$ cat config.mk
export PLATFORM = sky130hd
export DESIGN_NAME = vec_mem_seq
export DESIGN_NICKNAME = d
export VERILOG_FILES = /design/src/rtl/vec_pkg.sv /design/src/rtl/vec_lane_addr_gen.sv /design/src/rtl/vec_mem_seq.sv
export SDC_FILE = /design/constraint.sdc
export NUM_CORES = 1
export LEC_CHECK = 0
export CAP_MARGIN = 5
export CORE_AREA = 2 2 238 299
export CTS_BUF_LIST = sky130_fd_sc_hd__clkbuf_8
export CTS_CLUSTER_SIZE = 40
export DETAILED_ROUTE_END_ITERATION = 8
export DIE_AREA = 0 0 240 301
export PLACE_DENSITY_LB_ADDON = 0.08
export SYNTH_ARGS = -nofsm -noshare
export SYNTH_HDL_FRONTEND = slang
export SYNTH_HIERARCHICAL = 1
export SYNTH_SLANG_ARGS = --single-unit
$ cat constraint.sdc
create_clock -name Clk1 -period 3.9 [get_ports Clk1]
set_input_delay 0.78 -clock Clk1 [delete_from_list [all_inputs] [get_ports Clk1]]
set_output_delay 0.78 -clock Clk1 [all_outputs]
set_load 0.05 [all_outputs]
$ cat src/rtl/vec_pkg.sv
// rtl/vec_pkg.sv - shared types and defaults for the vector load/store sequencer
package vec_pkg;

  localparam int DEF_LANES  = 16;
  localparam int DEF_ELEM_W = 16;
  localparam int DEF_ADDR_W = 16;

  typedef enum logic [1:0] {
    IDLE,
    ISSUE,
    DRAIN,
    DONE
  } state_t;

  // Lane idx of a flat vector at the default geometry.
  function automatic logic [DEF_ELEM_W-1:0] lane_of(
    input logic [DEF_LANES*DEF_ELEM_W-1:0] vec,
    input int unsigned                     idx
  );
    return vec[idx*DEF_ELEM_W +: DEF_ELEM_W];
  endfunction

endpackage

$ cat src/rtl/vec_lane_addr_gen.sv
// rtl/vec_lane_addr_gen.sv - lane index / strided address walker with mask and count
module vec_lane_addr_gen #(
  parameter int LANES  = 16,
  parameter int ADDR_W = 16,
  parameter int CNT_W  = 5,
  parameter int LW     = 4
) (
  input  logic              clk_i,
  input  logic              rst_i,
  input  logic              load_i,
  input  logic              advance_i,
  input  logic [ADDR_W-1:0] base_i,
  input  logic [ADDR_W-1:0] stride_i,
  input  logic [CNT_W-1:0]  count_i,
  input  logic [LANES-1:0]  mask_i,
  output logic [LW-1:0]     lane_o,
  output logic [ADDR_W-1:0] addr_o,
  output logic              lane_en_o,
  output logic              last_o
);

  logic [LW-1:0]     lane_q, lane_d;
  logic [ADDR_W-1:0] addr_q, addr_d;
  logic [ADDR_W-1:0] stride_q;
  logic [CNT_W-1:0]  count_q;
  logic [LANES-1:0]  mask_q;

  // Address wraps modulo 2^ADDR_W; a negative stride is just a large unsigned add.
  always_comb begin
    lane_d = lane_q;
    addr_d = addr_q;
    if (load_i) begin
      lane_d = '0;
      addr_d = base_i;
    end else if (advance_i) begin
      lane_d = lane_q + LW'(1);
      addr_d = addr_q + stride_q;
    end
  end

  always_ff @(posedge clk_i) begin
    if (rst_i) begin
      lane_q   <= '0;
      addr_q   <= '0;
      stride_q <= '0;
      count_q  <= '0;
      mask_q   <= '0;
    end else begin
      lane_q <= lane_d;
      addr_q <= addr_d;
      if (load_i) begin
        stride_q <= stride_i;
        count_q  <= count_i;
        mask_q   <= mask_i;
      end
    end
  end

  assign lane_o    = lane_q;
  assign addr_o    = addr_q;
  assign lane_en_o = mask_q[lane_q];
  assign last_o    = (CNT_W'(lane_q) + CNT_W'(1)) == count_q;

endmodule

$ cat src/rtl/vec_mem_seq.sv
// rtl/vec_mem_seq.sv - vector load/store sequencer between execute stage and data memory
module vec_mem_seq
  import vec_pkg::*;
#(
  parameter int LANES  = DEF_LANES,
  parameter int ELEM_W = DEF_ELEM_W,
  parameter int ADDR_W = DEF_ADDR_W,
  parameter int CNT_W  = $clog2(LANES + 1)
) (
  input  logic                    Clk1,
  input  logic                    Reset,
  input  logic                    start,
  input  logic                    is_store,
  input  logic [ADDR_W-1:0]       base_addr,
  input  logic [ADDR_W-1:0]       stride,
  input  logic [CNT_W-1:0]        count,
  input  logic [LANES-1:0]        mask,
  input  logic [LANES*ELEM_W-1:0] store_vec,
  output logic                    busy,
  output logic                    done,
  output logic [LANES*ELEM_W-1:0] load_vec,
  output logic [ADDR_W-1:0]       Addr,
  output logic                    RD,
  output logic                    WR,
  output logic [ELEM_W-1:0]       dataOut,
  input  logic [ELEM_W-1:0]       DataIn,
  input  logic                    mem_ready
);

  localparam int LW = (LANES > 1) ? $clog2(LANES) : 1;

  state_t                  state_q;
  logic                    store_q;
  logic [LANES*ELEM_W-1:0] sdata_q;
  logic [LANES*ELEM_W-1:0] load_vec_q;
  logic                    rd_pend_q;
  logic [LW-1:0]           rd_lane_q;

  logic [CNT_W-1:0]  cnt_clamped;
  logic              accept_start, in_issue, access, advance;
  logic [LW-1:0]     lane;
  logic [ADDR_W-1:0] lane_addr;
  logic              lane_en, last;

  assign cnt_clamped  = (count > CNT_W'(LANES)) ? CNT_W'(LANES) : count;
  assign accept_start = (state_q == IDLE) && start;
  assign in_issue     = (state_q == ISSUE);
  assign access       = in_issue && lane_en;
  // A masked-off lane always advances; an enabled lane waits for the memory.
  assign advance      = in_issue && (!lane_en || mem_ready);

  vec_lane_addr_gen #(
    .LANES (LANES),
    .ADDR_W(ADDR_W),
    .CNT_W (CNT_W),
    .LW    (LW)
  ) u_addr_gen (
    .clk_i    (Clk1),
    .rst_i    (Reset),
    .load_i   (accept_start),
    .advance_i(advance),
    .base_i   (base_addr),
    .stride_i (stride),
    .count_i  (cnt_clamped),
    .mask_i   (mask),
    .lane_o   (lane),
    .addr_o   (lane_addr),
    .lane_en_o(lane_en),
    .last_o   (last)
  );

  always_ff @(posedge Clk1) begin
    if (Reset) begin
      state_q    <= IDLE;
      store_q    <= 1'b0;
      sdata_q    <= '0;
      load_vec_q <= '0;
      rd_pend_q  <= 1'b0;
      rd_lane_q  <= '0;
    end else begin
      // Read data arrives one cycle after acceptance; capture it into that lane.
      rd_pend_q <= RD && mem_ready;
      rd_lane_q <= lane;
      if (rd_pend_q) begin
        load_vec_q[rd_lane_q*ELEM_W +: ELEM_W] <= DataIn;
      end
      case (state_q)
        IDLE: begin
          if (start) begin
            store_q    <= is_store;
            sdata_q    <= store_vec;
            load_vec_q <= '0;
            state_q    <= (cnt_clamped == '0) ? DONE : ISSUE;
          end
        end
        ISSUE: begin
          if (advance && last) state_q <= DRAIN;
        end
        DRAIN:   state_q <= DONE;
        DONE:    state_q <= IDLE;
        default: state_q <= IDLE;
      endcase
    end
  end

  assign busy     = (state_q != IDLE);
  assign done     = (state_q == DONE);
  assign load_vec = load_vec_q;
  assign RD       = access && !store_q;
  assign WR       = access && store_q;
  assign Addr     = access ? lane_addr : '0;
  assign dataOut  = WR ? sdata_q[lane*ELEM_W +: ELEM_W] : '0;

endmodule

==> Word-level counts from Yosys, hierarchy flattened <==
Index checks and enable logic that the tools add are counted.
Widths: inputs -> output; s select.
{ "totals": {"ff_bits": 577, "latchBits": 0, "ramBits": 0, "romBits": 0, "inputBits": 330, "out_inout_bits": 292, "word_cells": 58, "mem_count": 0} }
{ "classes": {"addsub": 4, "n_mul": 0, "div_mod_pow": 0, "n_lt_le_gt_ge": 2, "eq_ne": 6, "shifts": 3, "muxes": 15, "n_bitwise": 0, "reduce_logical": 17} }
{ "ops": {"columns": ["cell", "count"], "rows": [
  ["$mux 256", 3],
  ["$bwmux 256", 1],
  ["$shift 16x34->256 const A", 1],
  ["$shiftx 16x34->256", 1],
  ["$shiftx 256x9->16", 1],
  ["$mux 16", 4],
  ["$neg 8->34", 1],
  ["$add 16x16->16", 1],
  ["$pmux 2 s4", 1],
  ["$logic_and 1x1->1", 7],
  ["$mux 2", 3],
  ["$add 4x1->5 const B", 1],
  ["$eq 5x5->1", 1],
  ["$gt 5x5->1 const B", 1],
  ["$logic_not 5->1", 1],
  ["$lt 4x5->1 const B", 1],
  ["$mux 5", 1],
  ["$add 4x1->4 const B", 1],
  ["$bmux 1 s4", 1],
  ["$eq 2x2->1 const B", 2],
  ["$reduce_and 2->1", 2],
  ["$reduce_bool 2->1", 2],
  ["$eq 2x1->1 const B", 1],
  ["$logic_not 1->1", 2],
  ["6 further kinds", 6]
]} }

==> Longest topological paths before layout <==
Gate-level depths: netlist (run 1).
{ "logic_depth": {"ltp_word": 8, "depth_mapped": 12, "mapped_depth_nobuf": 9} }

==> By module <==
Netlist (run 1), hierarchy kept.
{ "by_module_without_submodules": {"columns": ["mod", "instances", "cells_per_inst", "area_each_um2"], "rows": [
  ["vec_mem_seq", 1, 2340, 20943.8],
  ["vec_lane_addr_gen", 1, 343, 3130.5]
]} }

==> Worst setup path after synthesis (run 1) <==
Ideal clock, no wire load.
{ "synth_path": {"path_kind": "flip-flop to output port", "from": "register u_addr_gen.lane_q[0], in the netlist u_addr_gen/lane_o[0]", "to": "output port dataOut[10]", "t_arrival_ns": 3.468, "slack_ns": -0.348, "path_stages_with_launch": 10, "n_path_buf": 3, "path_cell_list": "dfxtp_1 > clkbuf_1 > mux4_2 > mux4_2 > and3_1 > clkbuf_1 > nand3_1 > clkbuf_1 > o22ai_1 > a221o_1"} }
{ "synth_between": {"elab_chain_len": 5} }
{ "synth_rtl": {"columns": ["item", "line", "source"], "rows": [
  ["start, declared", "vec_lane_addr_gen.sv:22", "logic [LW-1:0] lane_q, lane_d;"],
  ["start signal, assigned", "vec_lane_addr_gen.sv:49", "lane_q <= lane_d;"],
  ["$bmux 1 s4", "vec_lane_addr_gen.sv:61", "assign lane_en_o = mask_q[lane_q];"],
  ["$mux 1 (implied by the code)", "vec_lane_addr_gen.sv:61", null],
  ["named net lane_en", "vec_mem_seq.sv:43", "logic lane_en, last;"],
  ["$logic_and 1x1->1", "vec_mem_seq.sv:48", "assign access = in_issue && lane_en;"],
  ["$logic_and 1x1->1", "vec_mem_seq.sv:110", "assign WR = access && store_q;"],
  ["named net WR", "vec_mem_seq.sv:24", "output logic WR,"],
  ["$mux 16", "vec_mem_seq.sv:112", "assign dataOut = WR ? sdata_q[lane*ELEM_W +: ELEM_W] : '0;"],
  ["end, declared", "vec_mem_seq.sv:25", "output logic [ELEM_W-1:0] dataOut,"]
]} }
The timed path passes the listed nets, and every way through them passes these cells. The select of a mux whose other input is x is not followed.

==> Final worst setup path (run 1) <==
{ "layout_path": {"from": "register u_addr_gen.lane_q[0], in the netlist u_addr_gen/lane_o[0]", "to": "output port dataOut[9]"} }
{ "layout_between": {"elab_chain_len": 5} }
{ "layout_rtl": {"columns": ["item", "line"], "rows": [
  ["$bmux 1 s4", "vec_lane_addr_gen.sv:61"],
  ["$mux 1 (implied by the code)", "vec_lane_addr_gen.sv:61"],
  ["named net lane_en", "vec_mem_seq.sv:43"],
  ["$logic_and 1x1->1", "vec_mem_seq.sv:48"],
  ["$logic_and 1x1->1", "vec_mem_seq.sv:110"],
  ["$mux 16", "vec_mem_seq.sv:112"]
]} }
The timed path passes the listed nets, and every way through them passes these cells. The select of a mux whose other input is x is not followed.

==> impl_metrics.json, run 1 <==
{
  "outcome": "complete, but fails checks",
  "violations": "negative setup slack",
  "start_util_pct": 34.8,
  "finalWorstSetupSlack_ns": -0.205,
  "place_congestion": 0.857,
  "critPathMaxFanout": 8,
  "setup_violations": 16,
  "nets": 3613,
  "fmax_mhz": 244,
  "finalClockSkew_ns": 0.0371,
  "end_kind": "output port",
  "cp.required_ns": 3.12,
  "vias": 21500,
  "yosys_warnings": 6,
  "cts.path.max_buffers": 3,
  "tightest_slew_ns": 1.27,
  "vdd_drop_max_uv": 325,
  "grt_pass1_wl_um": 136000,
  "grt_pass1_vias": 22000,
  "vias_per_cell": 5.03,
  "synth_area_per_cell_um2": 8.97,
  "rsz0062_at_grt": "true",
  "drt_wl_total_um": 93000,
  "h-tree-depth": 3,
  "drtIter0Drc": 1221,
  "syn_inst": 2683,
  "insertion_delay_ns": 0.71,
  "post-route-drc-count": 0,
  "syn_nets": 3037,
  "core-area_um2": 69200,
  "layout-drive-gt1-share_pct": 9.95,
  "clk_pin_slew_worst_paths_ns": 0.06,
  "overflow": 0,
  "hold_path.class": "flip-flop to flip-flop",
  "dp.final_hpwl_um": 69200,
  "dp_cells": 4091,
  "path_class": "flip-flop to output port",
  "finalHoldViolCount": 0,
  "num_rows": 108,
  "synthesis.area_um2": 24100,
  "pin_count": 622,
  "worstPathArrival_ns": 3.33,
  "grt_max_degree": 214,
  "cp_cell_sequence": "mux4_2 -> mux4_2 -> and3_4 -> nand2b_4 -> nor2_4 -> buf_6 -> a221o_2 -> buf_12",
  "die_h_um": 301,
  "cts.sinks": 577,
  "cellPowerDensity_nw_per_um2": 495,
  "whs_ns": 0.450,
  "dieArea_um2": 72200,
  "slew_headroom_pct": 15.0,
  "period_needed_ns": 4.11,
  "hold_buffers": 0,
  "synth_edf_count": 0,
  "slew_violations": 0,
  "tritoncts": "yes",
  "cts_root_buf": "clkbuf_8",
  "critPathMaxStageDelay_ns": 0.53,
  "area_growth_pct": 38.0,
  "dr.pass1.iters": 5,
  "final_util_pct": 48.0,
  "dp_slack_ns": 0.0554,
  "cap_violations": 0,
  "cts_made_buffers": 94,
  "synth.yosys.seq_area_share_pct": 48.0,
  "dieWidth_um": 240,
  "final_cells": 4266,
  "design_area_um2": 33200,
  "port_buffers": 621,
  "routedWlPerCell_um": 21.8,
  "cp_common_cell": "mux4_2",
  "min_period_over_period_pct": 105,
  "place_area_um2": 31100,
  "track_usage_pct": 25.0,
  "start_kind": "flip-flop",
  "synth_cell_types": 70,
  "power_leakage_uw": 0.0131,
  "ant_nets": 0,
  "synthFlopType": "dfxtp_1",
  "slowest_stage": "mux4_2",
  "async_flop_share_pct": 0,
  "antenna_found_initial": 17,
  "ys_ff_latch": 577
}
[routing by layer]
layer / track usage (%) / vias to the layer above / routed length [um] / part of all wire (%)
li1: - / 10300 / - / -
met1: 27.4 / 10300 / 34900 / 38
met2: 45.7 / 669 / 48000 / 52
met3: 6.23 / 164 / 6450 / 6.9
met4: 10.3 / 18 / 3480 / 3.7
met5: 0 / - / 104 / 0.11
[critical path, delay by kind of cell (launching register included)]
family	cells	cell delay, ns
muxes	2	1.01
buffers and inverters	2	0.33
AOI/OAI and AO/OA	1	0.42
DFF	1	0.40
and+or+nand+nor	3	0.45
[registers in the layout, indices dropped and copies added, names as in the netlist]
name / cells
u_addr_gen/stride_q: 16
u_addr_gen/mask_q: 16
load_vec: 256
store_q: 1
u_addr_gen/addr_o: 16
sdata_q: 256
rd_pend_q: 1
state_q: 2
u_addr_gen/count_q: 5
rd_lane_q: 4
u_addr_gen/lane_o: 4
[cells in the mapped netlist (all sizes together), types with 7 or more instances]
cell,number,share of area [%]
and3,21,0.55
inv,43,0.67
buf,49,1.1
nor3,18,0.42
xor2,7,0.29
ha,23,1.2
mux4,69,6.5
a21oi,297,6.2
a221o,15,0.62
nand4,22,0.57
clkbuf,144,2.2
nand2,813,13
xnor2,7,0.25
nor2,102,1.6
nor2b,25,0.65
nand2b,9,0.23
o21ai,24,0.50
o22ai,17,0.44
nand3,39,0.81
dfxtp,577,48
mux2i,267,11
nor3b,18,0.61
[final timing paths]
path                                      from                                  to  slack [ns]  cells past startpoint
max          u_addr_gen/lane_o[0]$_SDFFE_PP0P_                          dataOut[9]       -0.21                      8
min                  sdata_q[253]$_SDFFE_PP0P_           sdata_q[253]$_SDFFE_PP0P_        0.45                      2
max reg2reg  u_addr_gen/lane_o[0]$_SDFFE_PP0P_  u_addr_gen/addr_o[13]$_SDFFE_PP0P_        0.58                     10
min reg2reg          sdata_q[253]$_SDFFE_PP0P_           sdata_q[253]$_SDFFE_PP0P_        0.45                      2
[kinds of logic (layout without fill, tap and decap cells)]
group / after synthesis / count (layout) / share of synthesized area, %
DFF: 577 / 577 / 48.0
adders and majority gates: 24 / 24 / 1.28
AOI/OAI and AO/OA: 403 / 403 / 9.50
and+or+nand+nor: 1091 / 1093 / 19.1
muxes: 336 / 336 / 17.6
other: 0 / 4 / 0
buffers and inverters: 238 / 880 / 4.02
xor gates and xnor gates: 14 / 14 / 0.541
[power by group]
part	internal, uW	switching (uW)	total, uW	leakage (uW)
logic	1620	2590	4200	0.00735
clock network	2780	2520	5300	0.00108
registers	6540	410	6950	0.00469
[what timing repair did]
action / CTS / global route
setup buffers: 1 / 2
gates resized for setup: 42 / 9
gates cloned: 3 / 1
setup endpoints to repair: 27 / 16
pin swaps: 7 / 4
endpoints found under the hold margin: 0 / 0
[through the flow]
step	total power, uW	TNS, ns
3_5_place_dp	11300	0
4_1_cts	16600	-3.82
6_report	16500	-2.69
3_3_place_gp	11200	0
5_1_grt	17300	-4.20
2_1_floorplan	9770	0
[placed cells by master, fill, tap and decap left out, drive strengths merged, types with 21 or more instances in the layout]
master	count
a21oi	297
and3	21
buf	73
clkbuf	119
clkdlybuf4s50	586
dfxtp	577
ha	23
inv	79
mux2i	267
mux4	69
nand2	813
nand3	41
nand4	22
nor2	102
nor2b	25
o21ai	24
[final cells by class]
cell class | count | area, um2
multi-input cells | 1870 | 11700
diodes | 4 | 10.0
well taps | 935 | 1170
clock inverters | 46 | 241
fillers | 6746 | 36000
inverters | 45 | 176
repair buffers | 671 | 6720
clock buffers | 118 | 1620
flip-flops and latches | 577 | 11600
(Power assumes the default switching activity.)
==> inputs of run 2 (changes only) <==
SKIP_LAST_GASP = 1   (was default)
==> run 2 against run 1 <==
Effect of this change:
- the flow still finishes with violations (negative setup slack)
- global-route usage hardly changed
- first-iteration DRC count shrank 5.0%
- cell count about the same
- sequential power is essentially flat
- setup slack improved by 0.0065 ns
- via count up 0.30%
- critical path type unchanged
- largest cell class unchanged
- largest power group unchanged
==> impl_metrics.json, run 2 (synthesis results as in run 1) <==
{
  "slew_violations": 0,
  "cp.required_ns": 3.12,
  "r2r_slack_ns": 0.59,
  "dr.pass1.iters": 5,
  "power_uw": 16500,
  "worstPathArrival_ns": 3.32,
  "clk_pin_slew_worst_paths_ns": 0.06,
  "vias": 21500,
  "violations": "negative setup slack",
  "finalWorstSetupSlack_ns": -0.199,
  "finalHoldViolCount": 0,
  "period_needed_ns": 4.10,
  "power_leakage_uw": 0.0131,
  "layout-drive-gt1-share_pct": 9.95,
  "critPathMaxFanout": 8,
  "startpoint": "u_addr_gen/lane_o[0]$_SDFFE_PP0P_",
  "outcome": "complete, but fails checks",
  "tritoncts": "yes",
  "final_common_cell": "nand2_1",
  "grt_pass1_wl_um": 136000,
  "cts.path.max_buffers": 3,
  "drtIter0Drc": 1160,
  "min_period_over_period_pct": 105,
  "cts_made_buffers": 94,
  "switching_power_uw": 5520,
  "post-route-drc-count": 0,
  "switching_share_pct": 33.6,
  "overflow": 0,
  "pin_count": 622,
  "grt_max_degree": 214,
  "cts.sinks": 577,
  "dp.final_hpwl_um": 69200,
  "r2r_end": "u_addr_gen/addr_o[13]$_SDFFE_PP0P_",
  "area_growth_pct": 38.1,
  "ant_nets": 0,
  "path_class": "flip-flop to output port",
  "final_cells": 4268,
  "slew_headroom_pct": 10.7,
  "antenna_found_initial": 17,
  "setup_violations": 16,
  "finalClockSkew_ns": 0.0364,
  "rsz0062_at_grt": "true",
  "num_rows": 108,
  "dieWidth_um": 240,
  "cellPowerDensity_nw_per_um2": 495,
  "regArea_um2": 11600,
  "vdd_drop_max_uv": 328,
  "dieArea_um2": 72200,
  "fmax_mhz": 244,
  "dp_slack_ns": 0.0554,
  "endpoint": "dataOut[9]",
  "r2r-start": "u_addr_gen/lane_o[0]$_SDFFE_PP0P_",
  "hold_buffers": 0,
  "place_congestion": 0.857,
  "start_kind": "flip-flop",
  "core-area_um2": 69200,
  "layout_common_cells": "nand2_1, clkdlybuf4s50_1, dfxtp_1, a21oi_1, mux2i_1",
  "cts_root_buf": "clkbuf_8",
  "n_fill_cell": 6741,
  "grt_pass1_vias": 22000,
  "routedWlPerCell_um": 21.8,
  "track_usage_pct": 25.0,
  "insertion_delay_ns": 0.70,
  "power.share.sequential_pct": 42.2,
  "combPwrFrac_pct": 25.5,
  "vias_per_cell": 5.04,
  "port_buffers": 621,
  "cap_violations": 0,
  "multi_input_area_um2": 11700,
  "die_h_um": 301,
  "nets": 3613,
  "end_kind": "output port",
  "hold_path.class": "flip-flop to flip-flop",
  "drt_wl_total_um": 93000,
  "p_int_uw": 10900,
  "power.share.clock_pct": 32.2,
  "tightest_slew_ns": 1.34,
  "start_util_pct": 34.8,
  "h-tree-depth": 3,
  "dp_cells": 4091,
  "r2r_cells": 10
}
run 2: cell count changes in the layout (fill, tap and decap cells not counted), sizes merged:
cell and change:
diode +2
run 2: power groups by stage:
stage	sequential [uW]	combinational, uW	clock, uW
floorplan	6890	2880	0
global placement	7050	4150	0
detailed placement	7070	4210	0
CTS	6950	4230	5450
global route	7010	4630	5670
finish	6950	4210	5310
run 2: worst min path at each step:
stage	slack [ns]	cells past startpoint	endpoint	start
global placement	0.44	2	sdata_q[250]$_SDFFE_PP0P_	sdata_q[250]$_SDFFE_PP0P_
global route	0.47	2	sdata_q[133]$_SDFFE_PP0P_	sdata_q[133]$_SDFFE_PP0P_
floorplan	0.43	2	sdata_q[100]$_SDFFE_PP0P_	sdata_q[100]$_SDFFE_PP0P_
CTS	0.45	2	sdata_q[253]$_SDFFE_PP0P_	sdata_q[253]$_SDFFE_PP0P_
finish	0.45	2	sdata_q[253]$_SDFFE_PP0P_	sdata_q[253]$_SDFFE_PP0P_
detailed placement	0.44	2	sdata_q[44]$_SDFFE_PP0P_	sdata_q[44]$_SDFFE_PP0P_
run 2: repair_timing:
action,4_1_cts,5_1_grt
resized for setup,41,13
endpoints found under the hold margin,0,0
setup buffers,1,2
pin swaps,6,4
cloned,3,1
endpoints found under the setup margin,27,16
run 2: area by class of cell:
| cell class | count | area share [%] |
|---|---|---|
| flip-flops and latches | 577 | 34.8 |
| repair buffers | 671 | 20.3 |
| clock buffers | 118 | 4.89 |
| diodes | 6 | 0.0452 |
| inverters | 45 | 0.531 |
| well taps | 935 | 3.52 |
| multi-input cells | 1870 | 35.3 |
| clock inverters | 46 | 0.726 |
run 2: worst max-delay path, cell delays in order (launching register included):
cell      delay, ns
dfxtp_4        0.40
mux4_2         0.53
mux4_2         0.48
and3_4         0.27
nand2b_4       0.12
nor2_4         0.06
buf_6          0.16
a221o_2        0.42
buf_12         0.17
run 2: routing by layer:
| layer | part of all wire [%] | GRT usage (%) | routed length, um | up-vias |
|---|---|---|---|---|
| met5 | 0.12 | 0 | 108 | - |
| met4 | 3.8 | 10.3 | 3510 | 18 |
| met3 | 7.2 | 6.23 | 6690 | 172 |
| met2 | 52 | 45.7 | 47900 | 691 |
| met1 | 37 | 27.4 | 34800 | 10400 |
| li1 | - | - | - | 10300 |
run 2: stage by stage:
stage / area [um2] / util, % / hold slack, ns / TNS (ns)
2_1_floorplan: 24100 / - / 0.433 / 0
3_3_place_gp: 31100 / 45.0 / 0.440 / 0
3_5_place_dp: 31100 / 45.0 / 0.443 / 0
4_1_cts: 33200 / 47.9 / 0.452 / -3.85
5_1_grt: 33200 / 48.0 / 0.468 / -4.09
6_report: 33200 / 48.0 / 0.450 / -2.45
==> inputs of run 3 (changes only) <==
CORE_AREA = 2 2 241 243   (was 2 2 238 299)
CTS_CLUSTER_DIAMETER = 150   (was default)
DIE_AREA = 0 0 243 245   (was 0 0 240 301)
clock period = 4.5 ns   (was 3.9 ns; I/O delays follow)
==> run 3 against run 2 <==
Effect of this change:
- the run now ends clean
- critical path depth is the same
- largest power group unchanged
- clock-buffer cell count shrank 99
- via count down 1.9%
- non-clock buffer count decreased by 26
- die area down 18%
- clock power fell by 63%
==> impl_metrics.json, run 3 (synthesis results as in run 1) <==
{
  "vdd_drop_max_uv": 523,
  "dieArea_um2": 59500,
  "grt_util_met1_pct": 34.7,
  "layout-drive-gt1-share_pct": 5.29,
  "critPathMaxFanout": 10,
  "grt_pass1_wl_um": 125000,
  "port_buffers": 621,
  "place_area_um2": 30700,
  "cap_violations": 0,
  "pin_count": 622,
  "slew_headroom_pct": 13.5,
  "outcome": "complete, no violations",
  "track_usage_pct": 27.4,
  "layout_common_cells": "nand2_1, clkdlybuf4s50_1, dfxtp_1, a21oi_1, mux2i_1",
  "antenna_found_initial": 27,
  "tightest_slew_ns": 1.28,
  "drt_wl_total_um": 86000,
  "drtIter0Drc": 1721,
  "vias": 21100,
  "worstPathArrival_ns": 3.44,
  "min_period_over_period_pct": 96.4,
  "tritoncts": "yes",
  "slowest_stage": "mux4_2",
  "regArea_um2": 11600,
  "dp.final_hpwl_um": 64400,
  "dieWidth_um": 243,
  "cts_root_buf": "clkbuf_8",
  "cp.required_ns": 3.60,
  "start_util_pct": 42.2,
  "clk_pin_slew_worst_paths_ns": 0.21,
  "multi_input_area_um2": 11600,
  "hold_path.class": "flip-flop to flip-flop",
  "finalClockSkew_ns": 0.0401,
  "slew_violations": 0,
  "num_rows": 88,
  "cts.sinks": 577,
  "place_congestion": 0.912,
  "area_growth_pct": 29.0,
  "core-area_um2": 57000,
  "finalHoldViolCount": 0,
  "gr-usage-met2_pct": 46.1,
  "die_h_um": 245,
  "vias_per_cell": 5.36,
  "insertion_delay_ns": 0.70,
  "end_kind": "output port",
  "nets": 3509,
  "top_usage_layer": "met2",
  "cts_made_buffers": 18,
  "grt_max_degree": 258,
  "h-tree-depth": 1,
  "use_met3_pct": 6.21,
  "fmax_mhz": 231,
  "ant_nets": 0,
  "design_area_um2": 31100,
  "fin_tns_setup_ns": 0,
  "n_fill_cell": 5328,
  "rsz0062_at_grt": "false",
  "critPathMaxStageDelay_ns": 0.52,
  "start_kind": "flip-flop",
  "grt_pass1_vias": 20100,
  "final_util_pct": 54.5,
  "power_leakage_uw": 0.0120,
  "cts.path.max_buffers": 3,
  "post-route-drc-count": 0,
  "path_class": "flip-flop to output port",
  "period_needed_ns": 4.34,
  "cp_cell_sequence": "mux4_2 -> mux4_2 -> and3_4 -> nand2b_1 -> nor2_2 -> buf_4 -> a221o_1 -> buf_4",
  "overflow": 0,
  "whs_ns": 0.465,
  "routedWlPerCell_um": 21.8,
  "setup_violations": 0,
  "dr.pass1.iters": 5,
  "final_common_cell": "nand2_1",
  "cellPowerDensity_nw_per_um2": 371
}
run 3: cell count changes in the layout (fill, tap and decap cells not counted), sizes merged:
cell / previous run / this run
inv: 79 / 44
diode: 6 / 17
clkinvlp: 2 / 0
buf: 73 / 41
clkbuf: 119 / 19
dlygate4sd2: 11 / 0
bufinv: 1 / 0
clkdlybuf4s50: 586 / 604
nand3: 41 / 39
clkinv: 9 / 3
run 3: per-layer routing:
metal	up-vias	wire (um)
li1	10000	-
met1	10300	35100
met2	705	42100
met3	100	6430
met4	20	2160
met5	-	127
run 3: layout make-up:
class | count | share of cell area (%)
Sequential cell | 577 | 37.2
Inverter | 45 | 0.568
Multi-Input combinational cell | 1868 | 37.4
Clock buffer | 19 | 0.842
Clock inverter | 2 | 0.105
Timing Repair Buffer | 645 | 20.7
Tap cell | 765 | 3.08
Antenna cell | 17 | 0.137
run 3: final timing paths:
kind / startpoint / to / slack, ns / depth (start not counted)
worst max-delay path: u_addr_gen/lane_o[0]$_SDFFE_PP0P_ / dataOut[11] / 0.16 / 8
worst min-delay path: load_vec[2]$_SDFF_PP0_ / load_vec[2]$_SDFF_PP0_ / 0.47 / 2
worst max register to register: rd_lane_q[0]$_SDFF_PP0_ / load_vec[208]$_SDFF_PP0_ / 1.11 / 7
worst min register to register: load_vec[2]$_SDFF_PP0_ / load_vec[2]$_SDFF_PP0_ / 0.47 / 2
run 3: worst max-delay path, delay by kind of cell, from the launching register on:
family | cells | cell delay (ns)
buffers and inverters | 2 | 0.40
multiplexers | 2 | 1.03
flip-flops | 1 | 0.44
AO/OA/AOI/OAI | 1 | 0.38
AND/OR/NAND/NOR | 3 | 0.51
run 3: where the power goes:
group          total, uW  switching [uW]  internal (uW)
combinational       3530            2170           1360
sequential          6040             369           5670
clock               1940            1540            400
total              11500            4090           7430
run 3: through the flow:
stage	instances	power (uW)	worst slack (ns)
finish	3938	11500	0.163
global route	3936	12100	0.00341
floorplan	2683	8460	0.132
CTS	3921	11600	0.0550
global placement	3899	9570	0.423
detailed placement	3899	9650	0.324
run 3: repair_timing:
action | in CTS | in global routing
gates resized for setup | 7 | 1
buffers inserted | 1 | 0
endpoints found under the setup margin | 15 | 9
hold buffers | 0 | 0
endpoints found under the hold margin | 0 | 0
